### config.mk
export PLATFORM = sky130hd
export DESIGN_NAME = usb_txn_ctrl
export DESIGN_NICKNAME = d
export VERILOG_FILES = /design/src/rtl/usb_txn_ctrl.sv
export SDC_FILE = /design/constraint.sdc
export NUM_CORES = 1
export LEC_CHECK = 0
export ABC_CLOCK_PERIOD_IN_PS = 2200
export CAP_MARGIN = 20
export CORE_MARGIN = 10
export CORE_UTILIZATION = 40
export CTS_BUF_LIST = sky130_fd_sc_hd__clkbuf_16
export CTS_CLUSTER_DIAMETER = 150
export DETAILED_ROUTE_END_ITERATION = 7
export PLACE_DENSITY = 0.8
export RECOVER_POWER = 50
export SYNTH_ARGS = -nofsm -noshare
export SYNTH_HDL_FRONTEND = slang
export SYNTH_SLANG_ARGS = --single-unit
### constraint.sdc
create_clock -name clk -period 2.2 [get_ports clk]
set_input_delay 0.44 -clock clk [delete_from_list [all_inputs] [get_ports clk]]
set_output_delay 0.44 -clock clk [all_outputs]
set_load 0.02 [all_outputs]
### src/rtl/usb_txn_ctrl.sv
// usb_txn_ctrl: host-side USB transaction sequencer (TOKEN/DATA/handshake, response timeout, retry).
// Optional macro DATA_TOGGLE_EN enables DATA0/DATA1 sequencing for OUT and IN transfers.
module usb_txn_ctrl #(
  parameter int TIMEOUT_CYCLES = 255,
  parameter int MAX_RETRY      = 3
) (
  input  logic        clk,
  input  logic        rst_n,
  input  logic        txn_start,
  input  logic        txn_dir,
  input  logic [6:0]  txn_addr,
  input  logic [3:0]  txn_endp,
  input  logic [63:0] txn_wdata,
  output logic        txn_busy,
  output logic        txn_done,
  output logic        txn_ok,
  output logic [63:0] txn_rdata,
  output logic [1:0]  enc_pkt_type,
  output logic [18:0] enc_token,
  output logic [71:0] enc_data,
  output logic [7:0]  enc_hshake,
  input  logic        enc_free,
  input  logic        enc_sent,
  output logic        rx_receive_data,
  output logic        rx_receive_hshake,
  output logic        rx_abort,
  input  logic        rx_got_sync,
  input  logic        rx_eop_error,
  input  logic        rx_done,
  input  logic [7:0]  rx_pid,
  input  logic [63:0] rx_rdata,
  input  logic        rx_crc_ok
);
  // state        | meaning
  // IDLE / FIN   | wait for request / one-cycle completion report
  // TOK,DAT,ACK_TX | issue packet once encoder is free; *_W waits for enc_sent
  // HS_RX/DIN_RX | receiver armed for handshake / IN data, timeout running
  localparam logic [7:0] PID_OUT   = 8'hE1;
  localparam logic [7:0] PID_IN    = 8'h69;
  localparam logic [7:0] PID_DATA0 = 8'hC3;
  localparam logic [7:0] PID_DATA1 = 8'h4B;
  localparam logic [7:0] PID_ACK   = 8'hD2;
  localparam int TW = $clog2(TIMEOUT_CYCLES + 1);
  localparam int RW = (MAX_RETRY > 0) ? $clog2(MAX_RETRY + 1) : 1;

  typedef enum logic [3:0] {
    S_IDLE, S_TOK, S_TOK_W, S_DAT, S_DAT_W, S_HS_RX, S_DIN_RX, S_ACK_TX, S_ACK_W, S_FIN
  } state_t;

  state_t        r_state;
  logic          r_dir;
  logic [6:0]    r_addr;
  logic [3:0]    r_endp;
  logic [63:0]   r_wdata;
  logic [RW-1:0] r_retry;
  logic [TW-1:0] r_to_cnt;
  logic          r_sync_seen;
  logic          r_busy;
  logic          r_done;
  logic          r_ok;
  logic [63:0]   r_rdata;
  logic [1:0]    r_pkt_type;
  logic [18:0]   r_token;
  logic [71:0]   r_enc_data;
  logic [7:0]    r_hshake;
  logic          r_rx_data;
  logic          r_rx_hs;
  logic          r_abort;

  logic       w_rx_state;
  logic       w_tmo;
  logic       w_is_data;
  logic       w_hs_ok;
  logic       w_din_ok;
  logic       w_fail;
  logic [7:0] w_out_pid;

`ifdef DATA_TOGGLE_EN
  logic r_tog_out;
  logic r_tog_in;
  assign w_out_pid = r_tog_out ? PID_DATA1 : PID_DATA0;
`else
  assign w_out_pid = PID_DATA0;
`endif

  assign w_rx_state = (r_state == S_HS_RX) || (r_state == S_DIN_RX);
  assign w_tmo      = !(r_sync_seen || rx_got_sync) && (r_to_cnt == TW'(TIMEOUT_CYCLES - 1));
  assign w_is_data  = (rx_pid == PID_DATA0) || (rx_pid == PID_DATA1);
  assign w_hs_ok    = (r_state == S_HS_RX) && rx_done && (rx_pid == PID_ACK);
  assign w_din_ok   = (r_state == S_DIN_RX) && rx_done && rx_crc_ok && w_is_data;
  // rx_done outranks a timeout terminal count in the same cycle
  assign w_fail     = w_rx_state &&
                      (rx_done ? !(w_hs_ok || w_din_ok) : (rx_eop_error || w_tmo));

  always_ff @(posedge clk) begin
    if (rst_n) begin
      r_state     <= S_IDLE;
      r_dir       <= 1'b0;
      r_addr      <= '0;
      r_endp      <= '0;
      r_wdata     <= '0;
      r_retry     <= '0;
      r_to_cnt    <= '0;
      r_sync_seen <= 1'b0;
      r_busy      <= 1'b0;
      r_done      <= 1'b0;
      r_ok        <= 1'b0;
      r_rdata     <= '0;
      r_pkt_type  <= 2'b00;
      r_token     <= '0;
      r_enc_data  <= '0;
      r_hshake    <= '0;
      r_rx_data   <= 1'b0;
      r_rx_hs     <= 1'b0;
      r_abort     <= 1'b0;
`ifdef DATA_TOGGLE_EN
      r_tog_out   <= 1'b0;
      r_tog_in    <= 1'b0;
`endif
    end else begin
      r_pkt_type <= 2'b00;
      r_done     <= 1'b0;
      r_abort    <= 1'b0;
      if (w_fail) begin
        r_abort   <= 1'b1;
        r_rx_data <= 1'b0;
        r_rx_hs   <= 1'b0;
        if (r_retry < RW'(MAX_RETRY)) begin
          r_retry <= r_retry + 1'b1;
          r_state <= S_TOK;
        end else begin
          r_done  <= 1'b1;
          r_ok    <= 1'b0;
          r_state <= S_FIN;
        end
      end else begin
        case (r_state)
          S_IDLE: begin
            if (txn_start) begin
              r_dir   <= txn_dir;
              r_addr  <= txn_addr;
              r_endp  <= txn_endp;
              r_wdata <= txn_wdata;
              r_busy  <= 1'b1;
              r_state <= S_TOK;
            end
          end
          S_TOK: begin
            if (enc_free) begin
              r_pkt_type <= 2'b01;
              r_token    <= {(r_dir ? PID_IN : PID_OUT), r_addr, r_endp};
              r_state    <= S_TOK_W;
            end
          end
          S_TOK_W: begin
            if (enc_sent) begin
              if (r_dir) begin
                r_rx_data   <= 1'b1;
                r_to_cnt    <= '0;
                r_sync_seen <= 1'b0;
                r_state     <= S_DIN_RX;
              end else begin
                r_state <= S_DAT;
              end
            end
          end
          S_DAT: begin
            if (enc_free) begin
              r_pkt_type <= 2'b10;
              r_enc_data <= {w_out_pid, r_wdata};
              r_state    <= S_DAT_W;
            end
          end
          S_DAT_W: begin
            if (enc_sent) begin
              r_rx_hs     <= 1'b1;
              r_to_cnt    <= '0;
              r_sync_seen <= 1'b0;
              r_state     <= S_HS_RX;
            end
          end
          S_HS_RX, S_DIN_RX: begin
            if (!(r_sync_seen || rx_got_sync)) r_to_cnt <= r_to_cnt + 1'b1;
            if (rx_got_sync) r_sync_seen <= 1'b1;
            if (w_hs_ok) begin
              r_rx_hs <= 1'b0;
              r_done  <= 1'b1;
              r_ok    <= 1'b1;
              r_state <= S_FIN;
`ifdef DATA_TOGGLE_EN
              r_tog_out <= ~r_tog_out;
`endif
            end else if (w_din_ok) begin
              r_rx_data <= 1'b0;
              r_hshake  <= PID_ACK;
              r_state   <= S_ACK_TX;
`ifdef DATA_TOGGLE_EN
              // a repeated packet (wrong toggle) is still ACKed but its payload dropped
              if (rx_pid == (r_tog_in ? PID_DATA1 : PID_DATA0)) begin
                r_rdata  <= rx_rdata;
                r_tog_in <= ~r_tog_in;
              end
`else
              r_rdata <= rx_rdata;
`endif
            end
          end
          S_ACK_TX: begin
            if (enc_free) begin
              r_pkt_type <= 2'b11;
              r_state    <= S_ACK_W;
            end
          end
          S_ACK_W: begin
            if (enc_sent) begin
              r_done  <= 1'b1;
              r_ok    <= 1'b1;
              r_state <= S_FIN;
            end
          end
          S_FIN: begin
            r_busy  <= 1'b0;
            r_retry <= '0;
            r_state <= S_IDLE;
          end
          default: r_state <= S_IDLE;
        endcase
      end
    end
  end

  assign txn_busy          = r_busy;
  assign txn_done          = r_done;
  assign txn_ok            = r_ok;
  assign txn_rdata         = r_rdata;
  assign enc_pkt_type      = r_pkt_type;
  assign enc_token         = r_token;
  assign enc_data          = r_enc_data;
  assign enc_hshake        = r_hshake;
  assign rx_receive_data   = r_rx_data;
  assign rx_receive_hshake = r_rx_hs;
  assign rx_abort          = r_abort;

endmodule

## Yosys cells after proc, flatten, opt, wreduce, memory -nomap -nowiden

Cells that the tools add are included.

| operators by class | value |
|---|---|
| reduce and logical (&&, ||, !) cells | 35 |
| eq/ne operators | 33 |
| bitwise gates (word level) | 2 |
| add/sub/neg operators | 2 |
| multipliers | 0 |
| div/mod/pow operators | 0 |
| mux-type cells | 52 |
| $lt $le $gt $ge | 1 |
| shift operators | 0 |

Operators with widths:

| cell | count |
|---|---|
| $mux 4 | 11 |
| $mux 8 | 5 |
| $pmux 4 s8 | 1 |
| $eq 8x8->1 const B | 3 |
| $ne 3x3->1 const B | 8 |
| $pmux 8 s3 | 1 |
| $mux 1 | 21 |
| $ne 2x2->1 const B | 10 |
| $eq 4x3->1 const B | 4 |
| $reduce_and 3->1 | 5 |
| $reduce_and 6->1 | 2 |
| $mux 2 | 5 |
| $pmux 1 s2 | 5 |
| $add 8x1->8 const B | 1 |
| $eq 4x2->1 const B | 2 |
| $eq 4x4->1 const B | 2 |
| $eq 8x7->1 const B | 1 |
| $reduce_and 4->1 | 2 |
| $reduce_and 8->1 | 1 |
| $reduce_bool 2->1 | 4 |
| $logic_and 1x1->1 | 7 |
| $pmux 2 s3 | 1 |
| $reduce_bool 3->1 | 2 |
| $logic_or 1x1->1 | 5 |
| other kinds (13) | 16 |

| storage, ports and cells | value |
|---|---|
| RAM bits | 0 |
| bits in latches | 0 |
| logic and storage cells | 144 |
| flip-flop bits (word level) | 248 |
| input bits | 157 |
| output and inout bits | 171 |
| bits in read-only memories | 0 |
| memories kept | 0 |

## Longest topological paths before layout

Gate-level depths: netlist of run 1.

| depth | value |
|---|---|
| depth in word-level cells | 10 |
| mapped depth | 9 |
| mapped depth without buffers | 8 |

## Worst setup path after synthesis of run 1

OpenSTA, ideal clock, no wires.

| path | value |
|---|---|
| kind | input port to flip-flop |
| from | input rx_got_sync |
| to | register r_retry[0] |
| buffers on the path | 0 |
| library setup time | 75 ps |
| arrival | 1,715 ps |
| path slack | 411 ps |
| required time | 2,125 ps |
| stages | 6 |
| path through | or2_1 > o31ai_4 > nand2_2 > or2_4 > or3_1 > o22ai_1 |

| between the ends | value |
|---|---|
| cells in the longest elaborated chain, start to end | 8 |
| elaborated cells between the ends (all ways) | 10 |
| those cells by class | 1 x eq/ne; 2 x mux; 7 x reduce/logical |

Ends and longest elaborated chain:

| element | RTL line | RTL |
|---|---|---|
| start, declared | 27 | `input logic rx_got_sync,` |
| $logic_or 1x1->1 * | 87 | `assign w_tmo = !(r_sync_seen \|\| rx_got_sync) && (r_to_cnt == TW'(TIMEOUT_CYCLES - 1));` |
| $logic_not 1->1 * | n/a |  |
| $logic_and 1x1->1 * | 87 |  |
| $logic_or 1x1->1 * | 93 | `(rx_done ? !(w_hs_ok \|\| w_din_ok) : (rx_eop_error \|\| w_tmo));` |
| $mux 1 * | 93 |  |
| $logic_and 1x1->1 * | 92 | `assign w_fail = w_rx_state &&` |
| $ne 2x1->1 (no source line) / $reduce_bool 2->1 (equally long branches) | n/a |  |
| $reduce_and 2->1 (no source line) | n/a |  |
| end signal, assigned | 129 | `r_retry <= r_retry + 1'b1;` |
| end, declared | 55 | `logic [RW-1:0] r_retry;` |

Mark *: on every way between the ends. The rest lies on a longest branch, timed or not.
A chain may end at the register's enable or synchronous reset.

## Worst setup path after layout of run 1

| path | value |
|---|---|
| from | register r_state[0] |
| to | register r_to_cnt[2] |

| between the ends | value |
|---|---|
| cells in the longest elaborated chain, start to end | 10 |
| elaborated cells between the ends (all ways) | 23 |
| those cells by class | 8 x eq/ne; 2 x mux; 1 x bitwise; 12 x reduce/logical |

Ends and longest elaborated chain:

| element | RTL line | RTL |
|---|---|---|
| start, declared | 50 | `state_t r_state;` |
| start signal, assigned | 97 | `r_state <= S_IDLE;` |
| start signal, assigned | 130 | `r_state <= S_TOK;` |
| start signal, assigned | 134 | `r_state <= S_FIN;` |
| $eq 4x3->1 | 86, 90, 137 |  |
| $logic_and 1x1->1 (3 in series) | 90 | `assign w_din_ok = (r_state == S_DIN_RX) && rx_done && rx_crc_ok && w_is_data;` |
| $logic_or 1x1->1 | 93 |  |
| $logic_not 1->1 | 93 |  |
| $mux 1 | 93 |  |
| $logic_and 1x1->1 | 92 |  |
| $not 1->1 (no source line) | n/a |  |
| $reduce_and 6->1 (no source line) | n/a |  |
| end signal, assigned | 183 | `if (!(r_sync_seen \|\| rx_got_sync)) r_to_cnt <= r_to_cnt + 1'b1;` |
| end, declared | 56 | `logic [TW-1:0] r_to_cnt;` |

Parallel ways exist; a longest one is shown, timed or not.

==> results of run 1 <==
-- power by group through the flow --
stage	sequential (mW)	clock, mW	combinational, mW
2_1_floorplan	4.78	0	0.636
3_5_place_dp	4.79	0	1.22
4_1_cts	4.70	4.09	1.23
5_1_grt	4.72	4.26	1.31
3_3_place_gp	4.79	0	1.20
6_report	4.70	3.98	1.19
-- how the worst max path moves through the flow --
stage,end,slack (ps),cells after the start
6_report,r_to_cnt[2],160,6
5_1_grt,r_dir,7,6
4_1_cts,enc_data[64],120,1
3_5_place_dp,r_to_cnt[4],-200,7
3_3_place_gp,enc_pkt_type[0],-160,7
2_1_floorplan,r_retry[0],410,6
-- routing by layer --
layer / track usage / wire length [µm]
met5: 0 / 11
met4: 0.0591 / 847
met3: 0.0701 / 2850
met2: 0.321 / 13900
met1: 0.208 / 11000
-- placed cells by master, fill, tap and decap left out, types with 3 or more instances in the layout --
master,n
sky130_fd_sc_hd__dfxtp_1,243
sky130_fd_sc_hd__or3_1,8
sky130_fd_sc_hd__xor2_1,4
sky130_fd_sc_hd__a31oi_1,4
sky130_fd_sc_hd__nor2_1,24
sky130_fd_sc_hd__clkdlybuf4s50_1,242
sky130_fd_sc_hd__nor3_1,4
sky130_fd_sc_hd__buf_12,7
sky130_fd_sc_hd__inv_1,18
sky130_fd_sc_hd__buf_4,23
sky130_fd_sc_hd__nand4_1,3
sky130_fd_sc_hd__nand3_1,8
sky130_fd_sc_hd__a211oi_1,4
sky130_fd_sc_hd__a21oi_1,227
sky130_fd_sc_hd__o21ai_0,8
sky130_fd_sc_hd__clkinv_1,4
sky130_fd_sc_hd__nand2_1,446
sky130_fd_sc_hd__clkbuf_16,27
sky130_fd_sc_hd__nor2b_1,4
sky130_fd_sc_hd__conb_1,11
sky130_fd_sc_hd__ha_1,3
sky130_fd_sc_hd__dlygate4sd3_1,73
-- worst max-delay path: stages (launching register included) --
cell and delay [ps]:
sky130_fd_sc_hd__dfxtp_1 630, sky130_fd_sc_hd__xor2_1 180, sky130_fd_sc_hd__a221oi_2 330, sky130_fd_sc_hd__or3_2 180, sky130_fd_sc_hd__nand2_2 60, sky130_fd_sc_hd__or4_1 510, sky130_fd_sc_hd__nand2_1 90
-- cells by family (layout without fill, tap and decap cells) --
family,after synthesis,count (layout),synth area share
AOI/OAI and AO/OA,257,257,0.152
DFF,243,243,0.541
and+or+nand+nor,524,524,0.237
other,1,12,0.000417
adders and majority gates,3,3,0.00418
xor gates and xnor gates,6,6,0.00585
buffers and inverters,106,403,0.0571
muxes,2,2,0.00223
-- Yosys cell counts, types with 2 or more instances --
cell type                  count
sky130_fd_sc_hd__nor2_1       25
sky130_fd_sc_hd__nand2b_1      2
sky130_fd_sc_hd__nor3_1        5
sky130_fd_sc_hd__dfxtp_1     243
sky130_fd_sc_hd__xor2_1        4
sky130_fd_sc_hd__nand3_1       9
sky130_fd_sc_hd__nor4_1        2
sky130_fd_sc_hd__inv_1         8
sky130_fd_sc_hd__mux2i_1       2
sky130_fd_sc_hd__nand2_2       2
sky130_fd_sc_hd__or3_1         8
sky130_fd_sc_hd__o21a_1        2
sky130_fd_sc_hd__o22ai_1       2
sky130_fd_sc_hd__or2_2         2
sky130_fd_sc_hd__xnor2_1       2
sky130_fd_sc_hd__nand2_1     446
sky130_fd_sc_hd__buf_4        20
sky130_fd_sc_hd__o31a_1        2
sky130_fd_sc_hd__a21oi_1     227
sky130_fd_sc_hd__nand4_1       3
sky130_fd_sc_hd__o21ai_0       8
sky130_fd_sc_hd__a31oi_1       4
sky130_fd_sc_hd__clkbuf_1     51
sky130_fd_sc_hd__ha_1          3
sky130_fd_sc_hd__nor2b_1       4
sky130_fd_sc_hd__a211oi_1      4
sky130_fd_sc_hd__buf_2        26
-- per-stage QoR --
stage	worst slack [ps]	util	instance area, µm²	std cells	hold slack [ps]
floorplan	411	-	9030	1152	432
global placement	-162	0.567	12500	1684	436
detailed placement	-196	0.567	12500	1684	440
CTS	124	0.603	13200	1729	241
global route	6.86	0.601	13200	1730	268
finish	155	0.601	13200	1730	272
-- flip-flops by register name, indices dropped and copies added (netlist names), 2 cells and up --
name and count:
enc_pkt_type 2, r_endp 4, r_retry 2, enc_data 65
r_to_cnt 8, txn_rdata 64, r_state 4, r_addr 7
enc_token 14, r_wdata 64
-- area by class of cell --
type / instances / share of cell area
sequential: 243 / 0.369
inverter: 8 / 0.00228
timing repair buffer: 350 / 0.265
antenna: 1 / 0.000190
multi-input combinational: 803 / 0.278
clock buffer: 27 / 0.0512
tap: 280 / 0.0265
clock inverter: 18 / 0.00758
==> results_dict.tcl, run 1 <==
set metrics [dict create \
    timing.reg2reg.worst_path_depth 6 \
    synthTopCellsByArea "sky130_fd_sc_hd__dfxtp_1, sky130_fd_sc_hd__nand2_1, sky130_fd_sc_hd__a21oi_1, sky130_fd_sc_hd__clkbuf_1, sky130_fd_sc_hd__buf_4" \
    setup.worst_path.start "r_state[0]" \
    place.port_buffers 316 \
    design.core.area_um2 22000 \
    clock_path_buffers 3 \
    pwr-share-comb 0.121 \
    worst_slew_margin_rel 0.599 \
    hp-class "input port to flip-flop" \
    p_sw_mw 2.43 \
    final_max_slew_viol_count 0 \
    clock-sinks 243 \
    seqCellArea_um2 4860 \
    cts_max_level 1 \
    drt-pass1-iter-count 6 \
    destination_of_the_worst_register_to_register_timing_path "r_to_cnt[2]" \
    layout.filler_cells 1878 \
    endpoint_arrival_time_on_the_critical_path_ps 2500 \
    worst_pin_slew_ps 601 \
    die_area_um2 28900 \
    final_count_of_negative_setup_slack_endpoints 0 \
    ys_seq_area_frac 0.541 \
    routed_wire_length_per_instance_um 16.5 \
    hold_path_depth 2 \
    outcome "completed" \
    power.leakage_nw 4.91 \
    setup.worst_path.start_class "flip-flop" \
    tritoncts.num_buffers 26 \
    route.final.wire_length_um 28600 \
    fmax_mhz 489 \
    dr.first_iter.drc_count 734 \
    finalHoldViolations 0 \
    synth_top_area_frac 0.541 \
    criticalPathCategory "flip-flop to flip-flop" \
    finish.net_count 1592 \
    design_power_total_mw 9.87 \
    place_hpwl_um 20200 \
    period_share 0.929 \
    grt_max_degree 99 \
    clock_insertion_delay_worst_skew_ps 510 \
    setup_tns_ps 0 \
    regToRegSetupSlack_ps 160 \
    remaining_drc_errors 0 \
    synthDistinctLibCells 53 \
    drt-vias-per-instance 4.99 \
    pwr-share-clk 0.403 \
    tritoncts "yes" \
    synth_area_um2 8990 \
    ir_drop_mv 0.621 \
    gate_count_post_synth 1142 \
    cts_resized 0 \
    multiInputGateArea_um2 3670 \
    setup_skew_ps 13.3 \
    synth_top_cell_by_area "sky130_fd_sc_hd__dfxtp_1" \
    synth_top_flop_cell "sky130_fd_sc_hd__dfxtp_1" \
    post_route_antenna_net_violation_count 0 \
    power_switching_share 0.247 \
    pwr-share-seq 0.476 \
    synth-edff-count 0 \
    critical_path_capture_point_type "flip-flop" \
    layout-area-overhead-vs-synth_pct 46.8 \
    hp-start "rst_n" \
    global_route_wire_length_before_repair_um 44200 \
    gpl.final_weighted_congestion 0.878 \
    grt_remaining_overflow 0 \
    via_count 8639 \
    clock_slew_at_reported_path_ffs_ps 60 \
    first_global_vias 8241 \
    die_w_um 170 \
    chipHeight_um 170 \
    syn_area_per_cell_um2 7.87 \
    power.density_cell_area_nw_per_um2 748 \
    internal_power_mw 7.43 \
    hold-path-endpoint "enc_data[64]" \
    synth.ff_latch_count 243 \
    critical_path_peak_fanout 14 \
    worst_ep_required_time_ps 2650 \
    r2r_start "r_state[0]" \
    synth-async-reset-ratio 0 \
    timing.max_cap.violations 0 \
    post-cts-setup-buffer-count 0 \
    initial_utilization 0.409 \
    gr-usage-all-layers 0.186 \
    cts_hold_buffers 0 \
    number_of_core_rows 54 \
    ioPinCount 328 \
    layout-drive-gt1-share 0.0580 \
    post-route-min-period_ps 2040 \
    cts.root.buffer_cell "sky130_fd_sc_hd__clkbuf_16" \
    synthesis_warning_total 0 \
    number_of_antenna_violations_at_the_first_check_in_global_routing 2 \
    grt_setup_unrepaired "false" \
]
Note: power is estimated with default switching activity, not from simulation.
==> run 2: changes to the inputs <==
--- a/config.mk
+++ b/config.mk
@@ -12,8 +12,9 @@
 export CTS_BUF_LIST = sky130_fd_sc_hd__clkbuf_16
 export CTS_CLUSTER_DIAMETER = 150
 export DETAILED_ROUTE_END_ITERATION = 7
-export PLACE_DENSITY = 0.8
+export PLACE_DENSITY = 0.73
 export RECOVER_POWER = 50
 export SYNTH_ARGS = -nofsm -noshare
 export SYNTH_HDL_FRONTEND = slang
 export SYNTH_SLANG_ARGS = --single-unit
+export TNS_END_PERCENT = 10
==> results_dict.tcl, run 2 (synthesized netlist as in run 1, its figures left out) <==
set metrics [dict create \
    ir_drop_mv 0.570 \
    power.leakage_nw 4.73 \
    tritoncts.num_buffers 27 \
    dpl-instance-area_um2 12400 \
    r2r_start "r_state[1]" \
    pwr-share-clk 0.423 \
    cts_max_level 1 \
    gpl.final_weighted_congestion 0.815 \
    final_max_slew_viol_count 0 \
    power_switching_share 0.243 \
    drt-vias-per-instance 4.90 \
    worst_ep_required_time_ps 2640 \
    destination_of_the_worst_register_to_register_timing_path "r_wdata[20]" \
    grt_max_degree 95 \
    routed_wire_length_per_instance_um 16.2 \
    critical_path.max_stage_delay_ps 590 \
    number_of_antenna_violations_at_the_first_check_in_global_routing 1 \
    most_frequent_standard_cell_in_the_layout_excluding_fill_and_tap_cells "sky130_fd_sc_hd__nand2_1" \
    layout-drive-gt1-share 0.0599 \
    via_count 8480 \
    largest_reg_flops 65 \
    pwr-share-seq 0.462 \
    global_route.usage.met2 0.311 \
    tritoncts "yes" \
    power.density_cell_area_nw_per_um2 769 \
    timing.reg2reg.worst_path_depth 7 \
    initial_utilization 0.409 \
    remaining_drc_errors 0 \
    design.core.area_um2 22000 \
    post_route_antenna_net_violation_count 0 \
    die_area_um2 28900 \
    hp-class "input port to flip-flop" \
    grt_setup_unrepaired "false" \
    die_w_um 170 \
    drt-pass1-iter-count 5 \
    number_of_core_rows 54 \
    worst_pin_slew_ps 626 \
    commonest_cells_after_routing_fill_and_taps_aside "sky130_fd_sc_hd__nand2_1, sky130_fd_sc_hd__clkdlybuf4s50_1, sky130_fd_sc_hd__dfxtp_1, sky130_fd_sc_hd__a21oi_1, sky130_fd_sc_hd__clkbuf_16" \
    post-route-min-period_ps 2050 \
    critical_path_capture_point_type "flip-flop" \
    layout.filler_cells 1954 \
    clock_insertion_delay_worst_skew_ps 510 \
    clock-sinks 243 \
    period_share 0.933 \
    fmax_mhz 487 \
    finish.net_count 1593 \
    layout-area-overhead-vs-synth_pct 47.1 \
    cts.root.buffer_cell "sky130_fd_sc_hd__clkbuf_16" \
    clock_slew_at_reported_path_ffs_ps 60 \
    outcome "completed" \
    final_count_of_negative_setup_slack_endpoints 0 \
    global_route_wire_length_before_repair_um 43500 \
    ioPinCount 328 \
    setup_skew_ps 12.2 \
    hold_path_depth 2 \
    dr.first_iter.drc_count 573 \
    route.final.wire_length_um 28100 \
    hold-path-endpoint "rx_abort" \
    fin_area_um2 13200 \
    first_global_vias 8107 \
    grt_most_used_layer "met2" \
    criticalPathCategory "flip-flop to flip-flop" \
    internal_power_mw 7.69 \
    setup.worst_path.start_class "flip-flop" \
    place.port_buffers 316 \
    clock_path_buffers 3 \
    cts_hold_buffers 0 \
    cts_resized 0 \
    holdWs_ps 284 \
    p_sw_mw 2.47 \
    gr-usage-all-layers 0.182 \
    critical_path_peak_fanout 76 \
    setup_tns_ps 0 \
    cpMostUsedCell "sky130_fd_sc_hd__buf_4" \
    regToRegSetupSlack_ps 150 \
    grt_remaining_overflow 0 \
    hp-start "rst_n" \
    chipHeight_um 170 \
    cpMaxStageDelayCell "sky130_fd_sc_hd__dfxtp_1" \
    finalHoldViolations 0 \
    globalRouteMet3Util 0.0694 \
    pwr-share-comb 0.115 \
    timing.max_cap.violations 0 \
    crit_chain "buf_4 -> nor3_2 -> buf_4 -> nand3_4 -> buf_6 -> nand2_1 -> a21oi_1" \
    endpoint_arrival_time_on_the_critical_path_ps 2490 \
    worst_slew_margin_rel 0.583 \
    grt.met1_usage 0.211 \
    antenna_cells 0 \
    fin_util 0.602 \
    post-cts-setup-buffer-count 0 \
    place_hpwl_um 19600 \
]
-- run 2: changes by cell type in the layout (fill, tap and decap cells not counted), moves of 3 or more --
cell / change
sky130_fd_sc_hd__clkinv_2: +3
sky130_fd_sc_hd__inv_1: -5
sky130_fd_sc_hd__buf_12: -3
sky130_fd_sc_hd__dlygate4sd3_1: -49
sky130_fd_sc_hd__clkdlybuf4s50_1: +49
-- run 2: final cells by class --
class	instances	area, µm²	share of cell area
repair buffers	350	3460	0.262
clock inverters	21	173	0.0131
inverters	8	30.0	0.00227
multi-input cells	803	3670	0.278
well taps	280	350	0.0265
flip-flops and latches	243	4870	0.368
clock buffers	27	676	0.0511
-- run 2: critical path, delay by kind of cell, from the launching register on --
| kind | cells | cell delay [ps] |
|---|---|---|
| flip-flops | 1 | 590 |
| AO/OA/AOI/OAI | 1 | 180 |
| AND/OR/NAND/NOR | 3 | 260 |
| buffers and inverters | 3 | 920 |
-- run 2: per-layer routing --
metal | vias up | part of all wire
li1 | 4274 | -
met1 | 3876 | 0.39
met2 | 286 | 0.48
met3 | 42 | 0.10
met4 | 2 | 0.021
met5 | - | 0.00046
-- run 2: worst max path at each step --
stage                              from            end  slack (ps)  depth (start not counted)
after floorplan             rx_got_sync     r_retry[0]         410                          6
after global placement        rx_pid[6]    r_to_cnt[4]        -200                          8
after detailed placement      rx_pid[6]    r_to_cnt[4]        -230                          8
after CTS                 enc_token[17]  enc_token[17]         120                          1
after global routing         r_state[1]    r_wdata[40]          30                          7
final                        r_state[1]    r_wdata[20]         150                          7
-- run 2: power groups by stage --
stage	Combinational (mW)	Clock (mW)	Sequential, mW
after detailed placement	1.20	0	4.79
after CTS	1.20	4.42	4.69
after floorplan	0.636	0	4.78
after global routing	1.29	4.59	4.72
after global placement	1.18	0	4.78
final	1.17	4.30	4.70
-- run 2: metrics by stage --
step                cells  worst slack, ps  power (mW)
finish               1732              146        10.2
global route         1732             33.4        10.6
CTS                  1732              121        10.3
detailed placement   1684             -232        5.99
global placement     1684             -200        5.97
floorplan            1152              411        5.42
